**src/rtl/id_ex_pkg.sv**
```systemverilog
//==============================================================================
// Module : id_ex_pkg
// Brief  : Shared widths, control-bundle bit indices and payload struct for the
//          ID->EX pipeline register.
// Rev    : 1.0 - initial release
//==============================================================================
`default_nettype none

package id_ex_pkg;

  localparam int DATA_W_DEF = 32;
  localparam int CTRL_W_DEF = 10;
  localparam int REG_W_DEF  = 5;

  // Control bundle layout: {AluOp[3:0], AluSrc, MemWrite, MemtoReg, MemRead, RegWrite, RegDst}
  localparam int REGDST_BIT   = 0;
  localparam int REGWRITE_BIT = 1;
  localparam int MEMREAD_BIT  = 2;
  localparam int MEMTOREG_BIT = 3;
  localparam int MEMWRITE_BIT = 4;
  localparam int ALUSRC_BIT   = 5;
  localparam int ALUOP_LSB    = 6;

  typedef struct packed {
    logic [DATA_W_DEF-1:0] pc;
    logic [CTRL_W_DEF-1:0] ctrl;
    logic [DATA_W_DEF-1:0] imm;
    logic [DATA_W_DEF-1:0] rd1;
    logic [DATA_W_DEF-1:0] rd2;
    logic [REG_W_DEF-1:0]  rs;
    logic [REG_W_DEF-1:0]  rt;
    logic [REG_W_DEF-1:0]  rd;
  } id_ex_payload_t;

endpackage

`default_nettype wire

```
**src/rtl/id_ex_hazard_unit.sv**
```systemverilog
//==============================================================================
// Module : id_ex_hazard_unit
// Brief  : Load-use comparator; stalls ID while EX holds a load whose rt feeds
//          the incoming instruction. Only built under ID_EX_LOAD_USE_EN.
// Rev    : 1.0 - initial release
//==============================================================================
`default_nettype none

module id_ex_hazard_unit #(
  parameter int REG_W = 5
) (
  input  logic             in_valid,
  input  logic             out_valid,
  input  logic             memread_ex,
  input  logic             flush,
  input  logic [REG_W-1:0] rt_ex,
  input  logic [REG_W-1:0] rs_id,
  input  logic [REG_W-1:0] rt_id,
  output logic             hazard_stall
);

  logic rt_nonzero;
  logic rt_match;

  assign rt_nonzero = |rt_ex;
  assign rt_match   = (rt_ex == rs_id) | (rt_ex == rt_id);

  // A flush kills the load in EX, so there is nothing left to wait for.
  assign hazard_stall = in_valid & out_valid & memread_ex & rt_nonzero & rt_match & ~flush;

endmodule

`default_nettype wire

```
**src/rtl/id_ex_pipe_reg.sv**
```systemverilog
//==============================================================================
// Module : id_ex_pipe_reg
// Brief  : ID->EX pipeline register with valid/ready handshake, one skid entry,
//          synchronous flush and optional load-use stall (ID_EX_LOAD_USE_EN).
// Rev    : 1.0 - initial release
//==============================================================================
`default_nettype none

module id_ex_pipe_reg
  import id_ex_pkg::*;
#(
  parameter int DATA_W = DATA_W_DEF,
  parameter int CTRL_W = CTRL_W_DEF,
  parameter int REG_W  = REG_W_DEF
) (
  input  logic                 clk,
  input  logic                 rst,
  input  logic                 in_valid,
  output logic                 in_ready,
  input  logic                 flush,
  input  logic [DATA_W-1:0]    pc_in,
  input  logic [CTRL_W-1:0]    ctrl_in,
  input  logic [DATA_W-1:0]    imm_in,
  input  logic [DATA_W-1:0]    rd1_in,
  input  logic [DATA_W-1:0]    rd2_in,
  input  logic [3*REG_W-1:0]   instr_in,
  output logic                 out_valid,
  input  logic                 out_ready,
  output logic [DATA_W-1:0]    pc_out,
  output logic [DATA_W-1:0]    imm_out,
  output logic [DATA_W-1:0]    rd1_out,
  output logic [DATA_W-1:0]    rd2_out,
  output logic [CTRL_W-1:0]    ctrl_out,
  output logic [REG_W-1:0]     reg_rs_ex,
  output logic [REG_W-1:0]     reg_rt_ex,
  output logic [REG_W-1:0]     reg_rd_ex,
  output logic                 hazard_stall
);

  id_ex_payload_t main_q, main_d;
  id_ex_payload_t skid_q, skid_d;
  logic           main_valid_q, main_valid_d;
  logic           skid_valid_q, skid_valid_d;

  id_ex_payload_t in_payload;
  logic           accept;
  logic           main_free;

  assign in_payload.pc   = pc_in;
  assign in_payload.ctrl = ctrl_in;
  assign in_payload.imm  = imm_in;
  assign in_payload.rd1  = rd1_in;
  assign in_payload.rd2  = rd2_in;
  assign in_payload.rs   = instr_in[3*REG_W-1:2*REG_W];
  assign in_payload.rt   = instr_in[2*REG_W-1:REG_W];
  assign in_payload.rd   = instr_in[REG_W-1:0];

  assign in_ready  = ~skid_valid_q & ~hazard_stall;
  assign accept    = in_valid & in_ready;
  assign main_free = ~main_valid_q | out_ready;

  always_comb begin
    main_d       = main_q;
    main_valid_d = main_valid_q;
    skid_d       = skid_q;
    skid_valid_d = skid_valid_q;
    if (flush) begin
      main_valid_d = 1'b0;
      skid_valid_d = 1'b0;
    end else if (main_free) begin
      // Skid drains first; in_ready is low while it is full, so no accept collides.
      if (skid_valid_q) begin
        main_d       = skid_q;
        main_valid_d = 1'b1;
        skid_valid_d = 1'b0;
      end else if (accept) begin
        main_d       = in_payload;
        main_valid_d = 1'b1;
      end else begin
        main_valid_d = 1'b0;
      end
    end else if (accept) begin
      skid_d       = in_payload;
      skid_valid_d = 1'b1;
    end
  end

  always_ff @(posedge clk or posedge rst) begin
    if (rst) begin
      main_q       <= '0;
      skid_q       <= '0;
      main_valid_q <= 1'b0;
      skid_valid_q <= 1'b0;
    end else begin
      main_q       <= main_d;
      skid_q       <= skid_d;
      main_valid_q <= main_valid_d;
      skid_valid_q <= skid_valid_d;
    end
  end

  assign out_valid = main_valid_q;
  assign pc_out    = main_q.pc;
  assign imm_out   = main_q.imm;
  assign rd1_out   = main_q.rd1;
  assign rd2_out   = main_q.rd2;
  assign reg_rs_ex = main_q.rs;
  assign reg_rt_ex = main_q.rt;
  assign reg_rd_ex = main_q.rd;
  // Bubbles carry no control so they can never write registers or memory.
  assign ctrl_out  = main_valid_q ? main_q.ctrl : '0;

`ifdef ID_EX_LOAD_USE_EN
  id_ex_hazard_unit #(
    .REG_W (REG_W)
  ) u_hazard (
    .in_valid     (in_valid),
    .out_valid    (out_valid),
    .memread_ex   (ctrl_out[MEMREAD_BIT]),
    .flush        (flush),
    .rt_ex        (reg_rt_ex),
    .rs_id        (in_payload.rs),
    .rt_id        (in_payload.rt),
    .hazard_stall (hazard_stall)
  );
`else
  assign hazard_stall = 1'b0;
`endif

endmodule

`default_nettype wire

```
**config.mk**
```make
export PLATFORM = sky130hd
export DESIGN_NAME = id_ex_pipe_reg
export DESIGN_NICKNAME = d
export VERILOG_FILES = /design/src/rtl/id_ex_pkg.sv /design/src/rtl/id_ex_hazard_unit.sv /design/src/rtl/id_ex_pipe_reg.sv
export SDC_FILE = /design/constraint.sdc
export NUM_CORES = 1
export LEC_CHECK = 0
export BUFFER_PORTS_ARGS = -buffer_cell sky130_fd_sc_hd__buf_2
export CAP_MARGIN = 10
export CORE_MARGIN = 3
export CORE_UTILIZATION = 48
export CTS_BUF_LIST = sky130_fd_sc_hd__clkbuf_2 sky130_fd_sc_hd__clkbuf_4 sky130_fd_sc_hd__clkbuf_8
export DETAILED_ROUTE_END_ITERATION = 10
export PLACE_DENSITY = 0.73
export SYNTH_ARGS = -nofsm -noshare
export SYNTH_HDL_FRONTEND = slang
export SYNTH_SLANG_ARGS = --single-unit
export TNS_END_PERCENT = 50
```
**constraint.sdc**
```tcl
create_clock -name clk -period 14.5 [get_ports clk]
set_input_delay 4.35 -clock clk [delete_from_list [all_inputs] [get_ports clk]]
set_output_delay 4.35 -clock clk [all_outputs]
set_load 0.02 [all_outputs]
```
==> results.txt, run 1 <==
- Power per standard cell area: 148.6 nW/um2
* Reg-to-Reg Start: out_valid$_DFFE_PP0P_
- Setup repair after global routing left no endpoint under its margin.
- The worst setup path is launched from an input pin.
- Final Wtd Congestion: 0.7233
- Using the TritonRoute via totals, the vias-per-cell ratio works out to 5.066.
- Post-Route Setup TNS: 0 ns
* Port Buffer Count: 312
- Die span in y: 179.3 um
* Die X-Extent: 179.3 um
- Reg power frac: 47.4%
- The number of nets handed over by synthesis was 1140.
- Mean instance size in the synthesized netlist: 14.68 um2
* Clock tree sinks: 308
- Fraction of layout instances using a drive strength above 1: 72.81%
- The number of hold-slack violations in the final timing report came to 0.
- Leaving out fill and tap cells, the most frequent cells in the layout are 458 x sky130_fd_sc_hd__mux2_2, 312 x sky130_fd_sc_hd__buf_2, 307 x sky130_fd_sc_hd__dfrtp_1, 67 x sky130_fd_sc_hd__clkbuf_8, 19 x sky130_fd_sc_hd__clkbuf_4.
* Total net switching power: 661.4 uW
* Average routed wire per standard cell: 18.32 um
* Category of the most critical setup path: in2reg
- The number of global-route vias before repair is 8591.
- Largest area contributor in the netlist: sky130_fd_sc_hd__dfrtp_1
- Detailed router's first-iteration violation count: 237
- Across the run, the number of max-cap violations was 0.
- At the worst endpoint, the arrival time is 7.85 ns.
- Cells after synthesis: 982
- Crit share post-route: 51.16%
- After synthesis, the largest area contributor takes up 53.47% of total cell area.
- Global-route wire length before repair: 45.53 mm
* Switching share of total power: 27.44%
- Global routing finished with a remaining overflow of 0.
- Slew Limit Headroom: 23.94%
- Summing over every cut layer, the via total after detailed routing is 8024.
- Internal power comes to 1749 uW.
* Maximum buffer depth of the clock tree: 3
- Worst Setup End Kind: flop
- NumNets Final: 1322
- Launching instance or port of the critical path: out_ready
* Clock period minus worst slack: 7.419 ns
- In this run the cell area of the synthesized design comes to 14410 um2.
- Final cell count without fillers: 1584
- Leaving out fill and tap cells, the most frequent cell in the layout is sky130_fd_sc_hd__mux2_2.
* Top cells by area in the synthesized netlist: sky130_fd_sc_hd__dfrtp_1 53%, sky130_fd_sc_hd__mux2_2 36%, sky130_fd_sc_hd__buf_4 7.5%, sky130_fd_sc_hd__buf_6 1.1%, sky130_fd_sc_hd__buf_2 0.90%
- Antenna violations before repair: 6
- Area grow syn2layout: 12.57%
- After detailed routing, the total wire length is 29.02 mm.
* Inst Count DP: 1494
- Post-route ant nets: 0
- Maximum operating frequency: 0.1348 GHz
- Status: finished clean
- Hold is met by 0.4808 ns.
- Slew Viols, Final: 0
- VDD sags by at most 83.34 uV.
- Number of buffers inserted for hold repair after clock tree synthesis: 0
- DR pass1 iterations: 4
- The number of gates resized after CTS was 0.
* Combinational cell fraction of total power: 19.8%
- Clock insertion delay at the later pin of the skew report: 0.56 ns
- Clock-pin slew was measured on the worst setup and hold paths at 0.06 ns.
- In this run the static leakage power is 0.007480 uW.
* Core outline area: 29170 um2
- The startpoint identified for the worst hold timing path is rd1_out[25]$_DFFE_PP0P_.
- H-tree lvl count: 2
- Initial Utilization: 49.42%
* Clock root buffer master: sky130_fd_sc_hd__clkbuf_8
- Post-CTS setup buffer count: 0
- Yosys printed 0 warnings.
- Of all nets on the critical path, the largest fanout is 67.
* Proportion of power drawn by the clock network: 32.9%
- After synthesis, the netlist uses 18 different library cells.
- The completed layout was analyzed and its total power is 2410 uW.
- Remaining design rule violation count: 0
- The floorplan step defined a die boundary enclosing 32140 um2.
- Path type of the worst min-delay path: reg2reg
- Number of clock buffers inserted by TritonCTS: 52
- Total Routing Usage GR: 17.76%
- During I/O placement, the number of pins put on the boundary was 314.
* Part of the Yosys area used for sequential elements: 53.47%
- For the pin with the worst max-slew slack, the measured transition is 1.137 ns.
- Setup violations remaining at the end of the flow were counted as 0.
* Largest net degree at the start of global routing: 122
- The synthesized design contains 308 register bits.
* TritonCTS clock tree: done
- For the worst setup path, the data required time is 14.93 ns.
* HPWL after detailed placement: 19.13 mm
- On the final layout, the worst clock skew is 0.01879 ns.
- The initialized floorplan defines 62 standard-cell rows.
-- area by class of cell --
| type | count | area [um2] |
|---|---|---|
| tap | 384 | 480.5 |
| clock inverter | 3 | 15.01 |
| fill | 2432 | 12940 |
| antenna | 1 | 2.502 |
| inverter | 2 | 15.01 |
| sequential | 308 | 7711 |
| clock buffer | 86 | 1065 |
| multi-input combinational | 478 | 5300 |
| timing repair buffer | 322 | 1637 |
-- metal layers --
metal | wire length (um) | global-route usage, % | part of all wire (%) | up-vias
li1 | - | - | - | 3668
met1 | 11880 | 21.66 | 41 | 4040
met2 | 13560 | 29.28 | 47 | 240
met3 | 2919 | 7.031 | 10 | 64
met4 | 583 | 4.994 | 2.0 | 12
met5 | 80 | 0 | 0.28 | -
-- path summary, 6_finish.rpt --
kind	to	slack (ns)	depth (start not counted)
max	main_q[112]$_DFFE_PP0P_	7.08	6
min	rd1_out[25]$_DFFE_PP0P_	0.48	1
max reg2reg	main_q[112]$_DFFE_PP0P_	10.28	5
min reg2reg	rd1_out[25]$_DFFE_PP0P_	0.48	1
max in group asynchronous	skid_q[148]$_DFFE_PP0P_	8.44	4
min in group asynchronous	reg_rd_ex[4]$_DFFE_PP0P_	3.98	2
-- stage by stage --
step / util, % / setup WS (ns) / area [um2]
detailed placement: 51.92 / 6.504 / 15140
global route: 55.62 / 6.903 / 16220
finish: 55.63 / 7.081 / 16230
floorplan: - / 1.634 / 14410
CTS: 55.62 / 7.100 / 16220
global placement: 51.92 / 6.515 / 15140
-- flip-flops by register name, indices dropped and copies added (netlist names) --
register / flops
reg_rs_ex: 5
imm_out: 32
reg_rt_ex: 5
out_valid: 1
skid_q: 153
rd2_out: 32
reg_rd_ex: 5
pc_out: 32
main_q: 10
rd1_out: 32
skid_valid_q: 1
-- cell usage after synthesis (all sizes together) --
cell type / n
nor2: 2
nand2b: 1
inv: 2
conb: 1
a21oi: 1
nand3: 1
and2: 10
mux2: 459
and2b: 1
buf: 193
dfrtp: 308
clkbuf: 1
nor3: 2
-- power groups by stage --
stage	Combinational, uW	Clock [uW]	Sequential [uW]
final	477	792	1140
after global routing	519	861	1170
after CTS	486	821	1140
after detailed placement	485	0	1160
after global placement	472	0	1150
after floorplan	450	0	1130
-- logic make-up after synthesis --
kind of cell | synth area share [%]
multiplexers | 35.86
AND/OR/NAND/NOR | 0.7987
AO/OA/AOI/OAI | 0.03469
flip-flops | 53.47
other | 0.02602
buffers and inverters | 9.809
-- critical path, cell delays in order --
cell                      delay (ns)
sky130_fd_sc_hd__buf_2          0.08
sky130_fd_sc_hd__and2b_1        0.23
sky130_fd_sc_hd__nor3_4         0.92
sky130_fd_sc_hd__buf_4          0.85
sky130_fd_sc_hd__buf_4          0.79
sky130_fd_sc_hd__mux2_2         0.41
Power figures use the tool's default switching activity.
==> inputs of run 2 (changes only) <==
==> constraint.sdc (replaced) <==
create_clock -name clk -period 7.4 [get_ports clk]
set_input_delay 2.22 -clock clk [delete_from_list [all_inputs] [get_ports clk]]
set_output_delay 2.22 -clock clk [all_outputs]
set_load 0.02 [all_outputs]
==> results.txt, run 2 (synthesis gave the netlist of run 1 again) <==
* Path type of the worst min-delay path: reg2reg (unchanged)
* Clock insertion delay at the later pin of the skew report: 0.55 ns (was 0.56 ns)
* Port Buffer Count: 312 (unchanged)
- The number of post-CTS setup repair buffers came to 0 (unchanged).
- The maximum clock path buffer count came to 3 (unchanged).
- Post-route ant nets: 0 (unchanged)
- Slew @ Worst Pin: 1.126 ns (was 1.137 ns)
* Number of violations of the max-capacitance limit: 0 (unchanged)
- The element type at the critical path end is a flop (unchanged).
- The total DRC errors in the routed layout was 0 (unchanged).
- The final weighted congestion of routability-driven global placement was 0.7247 (was 0.7233).
- Number of global-route vias before repair: 8642 (was 8591)
* Pre-CTS worst setup slack: 2.330 ns (was 6.504 ns)
- For this run, the top clock speed supported by timing is 0.2259 GHz.
- Register-to-register setup slack: 3.99 ns (was 10.28 ns)
- The most common library cell in the layout ignoring fill and taps is sky130_fd_sc_hd__mux2_2 (unchanged).
- Aggregate global routing overflow: 0 (unchanged)
- The required time of the worst setup path came to 7.81 ns (was 14.93 ns).
- The worst hold path stage count is 1 (unchanged).
- Number of buffers inserted for hold repair after clock tree synthesis: 0 (unchanged)
* R2R Path End: skid_q[4]$_DFFE_PP0P_ (was main_q[112]$_DFFE_PP0P_)
* Hold Path End: rd1_out[25]$_DFFE_PP0P_ (unchanged)
- The register with the highest flop count is skid_q (unchanged).
* Unrepaired setup endpoints after global routing: false (unchanged)
- Average routed wire per standard cell: 17.63 um (was 18.32 um)
* Count of cells resized by post-cts repair: 0 (unchanged)
* Critical path arrival: 4.83 ns (was 7.85 ns)
- The worst slew margin relative to its limit came to 24.90% (was 23.94%).
- The worst-case setup margin in the final layout was 2.972 ns (was 7.081 ns).
- Reg clk slew, reported paths: 0.06 ns (about the same)
- Total Routing Usage GR: 17.01% (was 17.76%)
- Largest register FFs: 153 (unchanged)
* Slew Viols, Final: 0 (unchanged)
- Die span in y: 179.3 um (unchanged)
- The detailed-placement wirelength estimate came to 18.19 mm (was 19.13 mm).
- Clock root buffer master: sky130_fd_sc_hd__clkbuf_8 (unchanged)
- Die X-Extent: 179.3 um (unchanged)
- Status: finished clean (unchanged)
- The start point of the worst hold path is rd1_out[25]$_DFFE_PP0P_ (unchanged).
- The fraction of layout instances using a drive strength above 1 came to 72.83% (was 72.81%).
- The total die area was 32140 um2 (unchanged).
- Layout Skew: 0.01758 ns (was 0.01879 ns)
- The CTS tree is done (unchanged).
- P_leak: 0.007496 uW (was 0.007480 uW)
* Boundary Pins: 314 (unchanged)
- Commonest non-fill, non-tap cells in the layout: 458 x sky130_fd_sc_hd__mux2_2, 312 x sky130_fd_sc_hd__buf_2, 307 x sky130_fd_sc_hd__dfrtp_1, 70 x sky130_fd_sc_hd__clkbuf_8, 17 x sky130_fd_sc_hd__clkbuf_4 (was 458 x sky130_fd_sc_hd__mux2_2, 312 x sky130_fd_sc_hd__buf_2, 307 x sky130_fd_sc_hd__dfrtp_1, 67 x sky130_fd_sc_hd__clkbuf_8, 19 x sky130_fd_sc_hd__clkbuf_4)
- The final total negative setup slack is 0 ns (unchanged).
- The number of antenna violations at the first check in global routing is 9 (was 6).
* Category of the most critical setup path: in2reg (unchanged)
* Power per standard cell area: 290.8 nW/um2 (was 148.6 nW/um2)
- The number of nets at the end of the flow came to 1321 (was 1322).
* Clock period minus worst slack: 4.428 ns
- The number of instances in the placed design came to 1494 (unchanged).
- Final cell count without fillers: 1587 (was 1584)
- Post-detailed-routing wire length: 27.98 mm (was 29.02 mm)
* Layout Utilization: 55.81% (was 55.63%)
- The largest net degree at the start of global routing is 149 (was 122).
- The number of cell rows was 62 (unchanged).
* Total via count after detailed routing: 8069 (was 8024)
* Global-route wire length before repair: 44.01 mm (was 45.53 mm)
* Via density: 5.084 (was 5.066)
* Critical Path Source Type: input pin (unchanged)
- Crit share post-route: 59.83%
* Initial Utilization: 49.42% (unchanged)
- The cell depth of the worst flop-to-flop path is 5 (unchanged).
- Biggest fanout along the worst timing path: 81 (was 67)
* Area grow syn2layout: 12.93% (was 12.57%)
- The length of the first detailed-routing pass in iterations is 4 (unchanged).
- H-tree lvl count: 2 (unchanged)
- Reg-to-Reg Start: skid_valid_q$_DFFE_PP0P_ (was out_valid$_DFFE_PP0P_)
- Total of endpoints with negative setup slack in the final report: 0 (unchanged)
- The number of hold-slack violations in the final timing report was 0 (unchanged).
* Max VDD drop: 183.6 uV (was 83.34 uV)
- The total clock sinks is 308 (unchanged).
- The number of buffers added by the clock tree synthesis step is 51 (was 52).
- The number of DRC violations after detailed-routing iteration 0 is 302 (was 237).
- The floorplan core area is 29170 um2 (unchanged).
-- run 2: worst max path at each step --
stage              start                      end  depth (start not counted)
2_1_floorplan        rst   imm_out[0]$_DFFE_PP0P_                          1
3_3_place_gp   out_ready   skid_q[94]$_DFFE_PP0P_                          6
3_5_place_dp   out_ready  skid_q[112]$_DFFE_PP0P_                          6
4_1_cts        out_ready  skid_q[112]$_DFFE_PP0P_                          6
5_1_grt        out_ready  skid_q[112]$_DFFE_PP0P_                          6
6_report       out_ready    skid_q[4]$_DFFE_PP0P_                          6
-- run 2: layout make-up --
| cell class | instances | area, um2 |
|---|---|---|
| diodes | 3 | 7.507 |
| clock buffers | 87 | 1091 |
| clock inverters | 3 | 15.01 |
| fillers | 2426 | 12890 |
| inverters | 2 | 11.26 |
| multi-input cells | 478 | 5300 |
| flip-flops and latches | 308 | 7711 |
| well taps | 384 | 480.5 |
| repair buffers | 322 | 1662 |
-- run 2: power breakdown --
group          switching, uW  internal (uW)  total [uW]  leakage (uW)
Sequential               180           2060        2240       0.00370
Combinational            459            472         931       0.00320
Clock                    644            920        1560      0.000593
Total                   1280           3450        4730       0.00750
-- run 2: critical path, cell delays in order --
cell and delay (ns):
sky130_fd_sc_hd__buf_2 0.08, sky130_fd_sc_hd__and2b_1 0.23, sky130_fd_sc_hd__nand3_4 0.09, sky130_fd_sc_hd__buf_4 0.73, sky130_fd_sc_hd__buf_4 1.00, sky130_fd_sc_hd__mux2_2 0.42
-- run 2: per-stage QoR --
stage,cell area [um2],power (uW),hold WS (ns)
6_report,16280,4734,0.4880
5_1_grt,16280,4992,0.5109
4_1_cts,16270,4803,0.4896
3_5_place_dp,15160,3213,0.4759
3_3_place_gp,15160,3168,0.4704
2_1_floorplan,14420,3090,0.4594
-- run 2: routing by layer --
layer | track usage [%] | routed length [um]
met5 | 0 | 89
met2 | 28.72 | 13300
met1 | 20.50 | 11520
met3 | 6.925 | 2702
met4 | 3.737 | 374
